<file path="src/rtl/alu_sequencer.sv">
// alu_sequencer: issue/writeback controller wrapped around the AP9 ALU.
// Holds enable_alu for the opcode's stage count, then captures m2/FR_out.
//
// Ports:
//   wire_clock, wire_reset_n      clock, async active-low reset
//   issue_valid/issue_ready       issue handshake
//   issue_opcode/rd/use_carry/dec instruction fields
//   issue_a, issue_b              operands
//   enable_alu,m3,m4,opCode,      registered ALU drive
//   useCarry,dec,FR_in
//   m2, FR_out                    ALU results
//   wb_valid,wb_we,wb_rd,wb_data  one-cycle register file writeback
//   fr_q                          architectural flag register
//   illegal                       pulse for an unsupported opcode
// Build option: ALU_SEQ_FLUSH_EN adds a post-reset ALU flush phase.
module alu_sequencer (
  input  logic        wire_clock,
  input  logic        wire_reset_n,
  input  logic        issue_valid,
  output logic        issue_ready,
  input  logic [5:0]  issue_opcode,
  input  logic [2:0]  issue_rd,
  input  logic        issue_use_carry,
  input  logic        issue_dec,
  input  logic [15:0] issue_a,
  input  logic [15:0] issue_b,
  output logic        enable_alu,
  output logic [15:0] m3,
  output logic [15:0] m4,
  output logic [5:0]  opCode,
  output logic        useCarry,
  output logic        dec,
  output logic [15:0] FR_in,
  input  logic [15:0] m2,
  input  logic [15:0] FR_out,
  output logic        wb_valid,
  output logic        wb_we,
  output logic [2:0]  wb_rd,
  output logic [15:0] wb_data,
  output logic [15:0] fr_q,
  output logic        illegal
);

  typedef enum logic [1:0] {
    S_IDLE  = 2'd0,
    S_RUN   = 2'd1,
    S_DONE  = 2'd2
`ifdef ALU_SEQ_FLUSH_EN
    ,
    S_FLUSH = 2'd3
`endif
  } state_t;

`ifdef ALU_SEQ_FLUSH_EN
  localparam state_t RST_STATE = S_FLUSH;
  logic [8:0] fcnt_q;
`else
  localparam state_t RST_STATE = S_IDLE;
`endif

  localparam logic [5:0] OP_FLD = 6'b000110;
  localparam logic [5:0] OP_CMP = 6'b000101;
  localparam logic [5:0] OP_INC = 6'b100100;
  localparam logic [5:0] OP_ADD = 6'b100000;
  localparam logic [5:0] OP_SUB = 6'b100001;
  localparam logic [5:0] OP_MUL = 6'b100010;
  localparam logic [5:0] OP_DIV = 6'b100011;
  localparam logic [5:0] OP_MOD = 6'b100101;
  localparam logic [5:0] OP_AND = 6'b010010;
  localparam logic [5:0] OP_OR  = 6'b010011;
  localparam logic [5:0] OP_XOR = 6'b010100;
  localparam logic [5:0] OP_NOT = 6'b010101;

  state_t     state_q, state_n;
  logic [2:0] cnt_q;
  logic [2:0] n_q;
  logic [2:0] rd_q;
  logic       we_q;
  logic       ill_q;
  logic       accept;
  logic       capture;

  logic       is_n1, is_n2, is_n3;
  logic       is_divmod;
  logic       legal;
  logic [2:0] n_dec;
  logic       we_dec;

  assign accept  = issue_valid & issue_ready;
  assign capture = (state_q == S_RUN) & ~ill_q
                 & (cnt_q == n_q + 3'd1);

  assign is_n1 = (issue_opcode == OP_FLD)
               | (issue_opcode == OP_INC)
               | (issue_opcode == OP_CMP);
  assign is_n2 = (issue_opcode == OP_ADD)
               | (issue_opcode == OP_MUL)
               | (issue_opcode == OP_DIV)
               | (issue_opcode == OP_MOD)
               | (issue_opcode == OP_AND)
               | (issue_opcode == OP_OR)
               | (issue_opcode == OP_XOR)
               | (issue_opcode == OP_NOT);
  assign is_n3 = (issue_opcode == OP_SUB);

  assign is_divmod = (issue_opcode == OP_DIV)
                   | (issue_opcode == OP_MOD);

  // cmp and flag load only update flags; a zero
  // divisor leaves the destination untouched.
  assign we_dec = ~(issue_opcode == OP_CMP)
                & ~(issue_opcode == OP_FLD)
                & ~(is_divmod & (issue_b == 16'd0));

  always_comb begin
    n_dec = 3'd0;
    legal = 1'b0;
    unique case (1'b1)
      is_n1: begin
        n_dec = 3'd1;
        legal = 1'b1;
      end
      is_n2: begin
        n_dec = 3'd2;
        legal = 1'b1;
      end
      is_n3: begin
        n_dec = 3'd3;
        legal = 1'b1;
      end
      default: ;
    endcase
  end

  always_ff @(posedge wire_clock or negedge wire_reset_n) begin
    if (!wire_reset_n) state_q <= RST_STATE;
    else               state_q <= state_n;
  end

  // Illegal ops also pass through RUN so the
  // pulse lands one cycle after acceptance.
  always_comb begin
    state_n = state_q;
    case (state_q)
      S_IDLE: if (accept) state_n = S_RUN;
      S_RUN: begin
        if (ill_q || capture) state_n = S_DONE;
      end
      S_DONE: state_n = S_IDLE;
`ifdef ALU_SEQ_FLUSH_EN
      S_FLUSH: begin
        if (fcnt_q == 9'd259) state_n = S_IDLE;
      end
`endif
      default: state_n = S_IDLE;
    endcase
  end

  always_ff @(posedge wire_clock or negedge wire_reset_n) begin
    if (!wire_reset_n) begin
      issue_ready <= 1'b0;
      enable_alu  <= 1'b0;
      m3          <= '0;
      m4          <= '0;
      opCode      <= '0;
      useCarry    <= 1'b0;
      dec         <= 1'b0;
      FR_in       <= '0;
      wb_valid    <= 1'b0;
      wb_we       <= 1'b0;
      wb_rd       <= '0;
      wb_data     <= '0;
      fr_q        <= '0;
      illegal     <= 1'b0;
      cnt_q       <= '0;
      n_q         <= '0;
      rd_q        <= '0;
      we_q        <= 1'b0;
      ill_q       <= 1'b0;
`ifdef ALU_SEQ_FLUSH_EN
      fcnt_q      <= '0;
`endif
    end else begin
      issue_ready <= (state_n == S_IDLE);
      case (state_q)
        S_IDLE: begin
          if (accept) begin
            m3       <= issue_a;
            m4       <= issue_b;
            opCode   <= issue_opcode;
            useCarry <= issue_use_carry;
            dec      <= issue_dec;
            FR_in    <= (issue_opcode == OP_FLD)
                      ? issue_a : fr_q;
            rd_q     <= issue_rd;
            we_q     <= we_dec;
            n_q      <= n_dec;
            ill_q    <= ~legal;
            cnt_q    <= 3'd0;
            enable_alu <= legal;
          end else begin
            FR_in <= fr_q;
          end
        end
        S_RUN: begin
          if (ill_q) begin
            wb_valid <= 1'b1;
            wb_we    <= 1'b0;
            illegal  <= 1'b1;
          end else begin
            cnt_q <= cnt_q + 3'd1;
            if (capture) begin
              enable_alu <= 1'b0;
              wb_data    <= m2;
              fr_q       <= FR_out;
              FR_in      <= FR_out;
              wb_rd      <= rd_q;
              wb_we      <= we_q;
              wb_valid   <= 1'b1;
            end
          end
        end
        S_DONE: begin
          wb_valid <= 1'b0;
          wb_we    <= 1'b0;
          illegal  <= 1'b0;
        end
`ifdef ALU_SEQ_FLUSH_EN
        // Park the ALU with a long flag-load of zero,
        // then drop enable for one cycle before IDLE.
        S_FLUSH: begin
          if (fcnt_q < 9'd258) begin
            enable_alu <= 1'b1;
            opCode     <= OP_FLD;
            FR_in      <= '0;
          end else begin
            enable_alu <= 1'b0;
          end
          if (fcnt_q != 9'd259) fcnt_q <= fcnt_q + 9'd1;
        end
`endif
        default: ;
      endcase
    end
  end

endmodule

</file>
<file path="config.mk">
export PLATFORM = sky130hd
export DESIGN_NAME = alu_sequencer
export DESIGN_NICKNAME = d
export VERILOG_FILES = /design/src/rtl/alu_sequencer.sv
export SDC_FILE = /design/constraint.sdc
export NUM_CORES = 1
export LEC_CHECK = 0
export ABC_AREA = 1
export CAP_MARGIN = 20
export CORE_AREA = 2 2 130 157
export DETAILED_ROUTE_END_ITERATION = 8
export DIE_AREA = 0 0 132 159
export PLACE_DENSITY = 0.47
export SYNTH_ARGS = -nofsm -noshare
export SYNTH_HDL_FRONTEND = slang
export SYNTH_SLANG_ARGS = --single-unit
</file>
<file path="constraint.sdc">
create_clock -name wire_clock -period 1.65 [get_ports wire_clock]
set_clock_uncertainty 0.15 [all_clocks]
set_input_delay 0.495 -clock wire_clock [delete_from_list [all_inputs] [get_ports wire_clock]]
set_output_delay 0.495 -clock wire_clock [all_outputs]
set_load 0.02 [all_outputs]
</file>
==> impl_metrics.json, run 1 <==
{
  "wl_per_cell_um": 14.6,
  "io_pins": 174,
  "final_area_um2": 7200,
  "num-fill-cells": 2038,
  "syn_area_per_cell_um2": 8.22,
  "setup_violations": 0,
  "switching_share": 0.435,
  "highest_layer": "met4",
  "wl_met1_mm": 6.76,
  "grt_max_degree": 34,
  "grt_util_all_layers": 0.153,
  "syn-cell-area_um2": 4770,
  "grt_pass1_vias": 4727,
  "drive_above_1_share": 0.265,
  "netlist_instances": 581,
  "cts.root.buffer_cell": "clkbuf_16",
  "drt_iter0_drc": 188,
  "via_count": 4496,
  "hpwl_mm": 11.9,
  "synth.distinct_cells": 23,
  "hold_viol": 0,
  "cts_tree": "built",
  "max_freq_mhz": 608,
  "hold_class": "register to register",
  "clockPowerShare": 0.163,
  "dp_slack_ns": -0.450,
  "ant_nets": 0,
  "die_h_um": 159,
  "slew-limit-headroom": 0.782,
  "period_share": 0.997,
  "place_congestion": 0.747,
  "maxCapViolations": 0,
  "die_w_um": 132,
  "rsz0062_at_grt": "true",
  "layout_common_cells": "nand2_1 (274), dfrtp_1 (108), buf_2 (95), clkdlybuf4s50_1 (70), nand3_1 (53)",
  "placementRows": 56,
  "yosysSeqAreaShare": 0.566,
  "ys_ff_latch": 108,
  "drtPass1Iterations": 4,
  "crit_type": "register to register",
  "layout_commonest_cell": "nand2_1",
  "tightest_slew_ns": 0.327,
  "worstSetupEndpointType": "register",
  "irDropWorstVdd_uv": 631,
  "max-clock-path-buffers": 2,
  "dpl-instance-area_um2": 7250,
  "crit_path_start_kind": "register",
  "wl_met2_mm": 8.14,
  "synth-warning-count": 0,
  "cts.sinks": 108,
  "die_area_um2": 21000,
  "worst_slack_ns": 0.00487,
  "path_clk_slew_ns": 0.08,
  "via_per_inst": 4.21,
  "diodes": 0,
  "synth_nets": 661,
  "power.internal_mw": 7.95,
  "status": "complete, no violations",
  "overflow": 0,
  "grt_antenna_before_repair": 1,
  "numCtsBuffers": 9,
  "clk_latency_ns": 0.35,
  "required_ns": 1.79,
  "finalMaxSlewViolations": 0,
  "fp.coreArea_um2": 19400,
  "fin_nets": 882,
  "total_leakage_power_nw": 3.77,
  "start_util": 0.246,
  "crit_arrival_ns": 1.78,
  "netSwitchingPower_mw": 6.13,
  "wirelength_mm": 15.6,
  "seqPwrFrac": 0.333,
  "drc": 0,
  "period_needed_ns": 1.65,
  "met3_length_um": 528,
  "comb_power_share": 0.504,
  "grt_pass1_wl_mm": 25.3,
  "powerDensity_nw_per_um2": 1960,
  "io_buffers": 173,
  "cts_max_level": 3,
  "fin_setup_tns_ns": 0,
  "cp_max_fo": 8,
  "holdWs_ns": 0.327,
  "syn_to_final_growth_pct": 50.8
}
registers in the layout, indices dropped and copies added (netlist names), 2 cells and up:
signal	cells
FR_in	16
cnt_q	3
fr_q	16
m3	16
m4	16
n_q	2
opCode	6
rd_q	3
state_q	2
wb_data	16
wb_rd	3
power groups by stage:
stage / Sequential (mW) / Combinational [mW] / Clock, mW
after floorplan: 6.11 / 2.59 / 0
after global placement: 4.75 / 7.99 / 0
after detailed placement: 4.77 / 8.08 / 0
after CTS: 4.71 / 7.21 / 2.36
after global routing: 4.86 / 7.84 / 2.47
final: 4.69 / 7.09 / 2.29
area by class of cell:
type                       count  area (µm²)  area share
sequential                   108        2700       0.376
tap                          261         327      0.0454
multi-input combinational    409        1850       0.256
clock buffer                  10         239      0.0332
clock inverter                 6        68.8     0.00956
inverter                      39         159      0.0221
timing repair buffer         235        1860       0.258
logic make-up after synthesis:
family | Yosys count | synth area share
xor+xnor | 1 | 0.00184
buf+inv | 64 | 0.0611
simple gates | 373 | 0.330
fa+ha+maj | 2 | 0.00524
flops | 108 | 0.566
compound gates | 33 | 0.0359
worst max-delay path, cell delays in order (launching register included):
cell and delay, ns:
dfrtp_1 0.41, ha_4 0.30, xnor2_4 0.12, nand4_4 0.16
clkinv_4 0.16, clkbuf_16 0.17, nand2_1 0.05, nand2_1 0.06
cell usage after synthesis:
cell | n | area [µm²]
or2_2 | 16 | 100
clkinv_1 | 1 | 3.75
inv_2 | 3 | 11.3
nor2_4 | 3 | 33.8
nand4_1 | 5 | 31.3
buf_6 | 4 | 45.0
clkbuf_1 | 8 | 30.0
nand3_1 | 55 | 275
xnor2_1 | 1 | 8.76
o22a_1 | 1 | 8.76
a21oi_1 | 3 | 15.0
buf_2 | 13 | 65.1
clkinv_4 | 1 | 8.76
nand2_2 | 2 | 12.5
nand2_4 | 1 | 11.3
inv_1 | 34 | 128
dfrtp_1 | 108 | 2700
nand4_4 | 1 | 21.3
o21ai_0 | 28 | 140
nand2_1 | 279 | 1050
ha_1 | 2 | 25.0
o21a_1 | 1 | 7.51
nor2_1 | 11 | 41.3
through the flow:
step / utilization / instances / power [mW]
2_1_floorplan: - / 581 / 8.71
3_3_place_gp: 0.374 / 1049 / 12.7
3_5_place_dp: 0.374 / 1049 / 12.8
4_1_cts: 0.370 / 1067 / 14.3
5_1_grt: 0.371 / 1068 / 15.2
6_report: 0.371 / 1068 / 14.1
final timing paths:
kind | startpoint | to | slack [ns] | cells past startpoint
setup / recovery | n_q[1]$_DFFE_PN0P_ | wb_data[5]$_DFFE_PN0P_ | 0.005 | 7
hold / removal | wb_rd[1]$_DFFE_PN0P_ | wb_rd[1]$_DFFE_PN0P_ | 0.33 | 2
setup reg to reg | n_q[1]$_DFFE_PN0P_ | wb_data[5]$_DFFE_PN0P_ | 0.005 | 7
hold reg to reg | wb_rd[1]$_DFFE_PN0P_ | wb_rd[1]$_DFFE_PN0P_ | 0.33 | 2
max in group asynchronous | wire_reset_n | fr_q[1]$_DFFE_PN0P_ | 0.45 | 3
min in group asynchronous | wire_reset_n | m3[11]$_DFFE_PN0P_ | 0.41 | 2
metal layers:
metal,up-vias,track usage
met4,0,0.0499
met3,12,0.0280
met2,73,0.269
met1,2162,0.188
met5,-,0
li1,2249,-
repair_timing:
item	CTS	global route
hold buffers	1	0
gates resized for setup	399	15
hold endpoints to repair	13	0
pin swaps	6	4
endpoints found under the setup margin	161	92
cloned	0	1
buffers inserted	1	0
(Power assumes the default switching activity.)
==> run 2, diff against run 1 <==
PLACE_DENSITY = default   (was 0.47)
==> run 2 against run 1 <==
Effect of this change: the flow now finishes with violations (negative setup slack); register-to-register slack worse by 0.06 ns; critical path depth is 1 higher; global-route usage down 0.45 points; power grew 1.4%; worst setup slack worse by 0.058 ns; count of clock-buffer cells in the layout is 1 higher; die area is the same; largest power group unchanged; highest routed layer unchanged.
==> impl_metrics.json, run 2 (same netlist as run 1, synthesis figures left out) <==
{
  "numCtsBuffers": 9,
  "crit_path_start_kind": "register",
  "reg2regPathDepth": 8,
  "maxCapViolations": 0,
  "worstSetupEndpointType": "register",
  "wl_per_cell_um": 14.2,
  "cts.sinks": 108,
  "slowest_stage": "dfrtp_1",
  "io_pins": 174,
  "dp_slack_ns": -0.473,
  "regToRegSetupSlack_ns": -0.05,
  "grt_antenna_before_repair": 0,
  "power_mw": 14.3,
  "grt_use_met3": 0.0280,
  "cts_max_level": 3,
  "switching_share": 0.427,
  "powerDensity_nw_per_um2": 1930,
  "min_from": "rd_q[2]$_DFFE_PN0P_",
  "startpoint": "n_q[1]$_DFFE_PN0P_",
  "drive_above_1_share": 0.288,
  "tightest_slew_ns": 0.287,
  "hold_class": "register to register",
  "holdPathStages": 2,
  "die_area_um2": 21000,
  "diodes": 0,
  "setup_violations": 48,
  "status": "complete, but fails checks",
  "cp.buffers_inverters": 3,
  "via_per_inst": 4.23,
  "min_to": "wb_rd[2]$_DFFE_PN0P_",
  "placementRows": 56,
  "fin_util": 0.381,
  "syn_to_final_growth_pct": 54.9,
  "grt_pass1_wl_mm": 24.5,
  "fin_nets": 888,
  "required_ns": 1.79,
  "die_w_um": 132,
  "cts_tree": "built",
  "seqPwrFrac": 0.325,
  "cp_max_fo": 13,
  "period_share": 1.03,
  "max-clock-path-buffers": 2,
  "finalMaxSlewViolations": 0,
  "grt_use_met2": 0.252,
  "cts.root.buffer_cell": "clkbuf_16",
  "via_count": 4535,
  "rsz0062_at_grt": "true",
  "clk_latency_ns": 0.35,
  "comb_power_share": 0.513,
  "max_stage_delay_ns": 0.41,
  "hpwl_mm": 10.8,
  "place_congestion": 0.744,
  "netSwitchingPower_mw": 6.09,
  "wirelength_mm": 15.3,
  "crit_arrival_ns": 1.84,
  "crit_type": "register to register",
  "slew-limit-headroom": 0.809,
  "worst_slack_ns": -0.0535,
  "power.internal_mw": 8.18,
  "fp.coreArea_um2": 19400,
  "max_freq_mhz": 587,
  "violations": "negative setup slack",
  "r2r-start": "n_q[1]$_DFFE_PN0P_",
  "grt_util_all_layers": 0.148,
  "die_h_um": 159,
  "grt_max_degree": 46,
  "start_util": 0.246,
  "grt_busiest_layer": "met2",
  "drc": 0,
  "overflow": 0,
  "drt_iter0_drc": 217,
  "drtPass1Iterations": 4,
  "cp_top_family": "flip-flops",
  "layout_common_cells": "nand2_1 (260), dfrtp_1 (108), buf_2 (96), clkdlybuf4s50_1 (69), nand3_1 (48)",
  "crit_chain": "ha_4 > xnor2_4 > nand4_4 > buf_12 > clkinv_8 > buf_12 > nand2_1 > nand2_1",
  "grt_pass1_vias": 4593,
  "path_clk_slew_ns": 0.07,
  "ant_nets": 0,
  "total_leakage_power_nw": 3.87,
  "io_buffers": 173,
  "grt_use_met1": 0.185,
  "r2r-end": "fr_q[6]$_DFFE_PN0P_",
  "irDropWorstVdd_uv": 703,
  "clockPowerShare": 0.162,
  "hold_viol": 0,
  "layout_commonest_cell": "nand2_1",
  "period_needed_ns": 1.70
}
-- run 2: worst max path at each step --
stage                                          to  cells after the start
after floorplan             FR_in[10]$_DFFE_PN0P_                      8
after global placement      FR_in[15]$_DFFE_PN0P_                     10
after detailed placement    issue_ready$_DFF_PN0_                      8
after CTS                     fr_q[0]$_DFFE_PN0P_                      8
after global routing      wb_data[11]$_DFFE_PN0P_                      8
final                         fr_q[6]$_DFFE_PN0P_                      8
-- run 2: power by group through the flow --
stage	logic, mW	registers (mW)	clock network (mW)
after global placement	8.02	4.71	0
after global routing	8.05	4.81	2.50
after detailed placement	8.11	4.70	0
after CTS	7.24	4.65	2.41
final	7.31	4.64	2.31
after floorplan	2.59	6.11	0
-- run 2: worst min-delay path: stages, from the launching register on --
cell and delay (ns):
dfrtp_1 0.35, nand2_1 0.05, nand2_1 0.05
-- run 2: metrics by stage --
stage	TNS (ns)	instances	hold slack, ns	instance area (µm²)
after detailed placement	-28.46	1046	0.179	7270
after global placement	-26.50	1046	0.182	7270
after floorplan	0	581	0.0494	4790
after CTS	-2.26	1071	0.327	7310
after global routing	-5.07	1073	0.346	7400
final	-1.49	1073	0.323	7400
-- run 2: cell type report --
| type | instances | area (µm²) |
|---|---|---|
| multi-input cells | 409 | 1910 |
| clock inverters | 4 | 75.1 |
| clock buffers | 11 | 233 |
| repair buffers | 241 | 1980 |
| flip-flops and latches | 108 | 2700 |
| fillers | 2058 | 12000 |
| inverters | 39 | 168 |
| well taps | 261 | 327 |
-- run 2: timing repair --
action / in CTS / in global routing
resized for setup: 400 / 38
hold buffers: 1 / 0
hold endpoints to repair: 3 / 0
gates cloned: 1 / 2
buffers inserted: 8 / 0
endpoints found under the setup margin: 151 / 72
pin swaps: 7 / 8
-- run 2: layer usage --
layer  wire length, µm  part of all wire  vias to the layer above
met3               812             0.053                       15
met4               298             0.020                        0
met2              7570              0.50                      117
met5                 0                 0                        -
li1                  -                 -                     2261
met1              6580              0.43                     2142
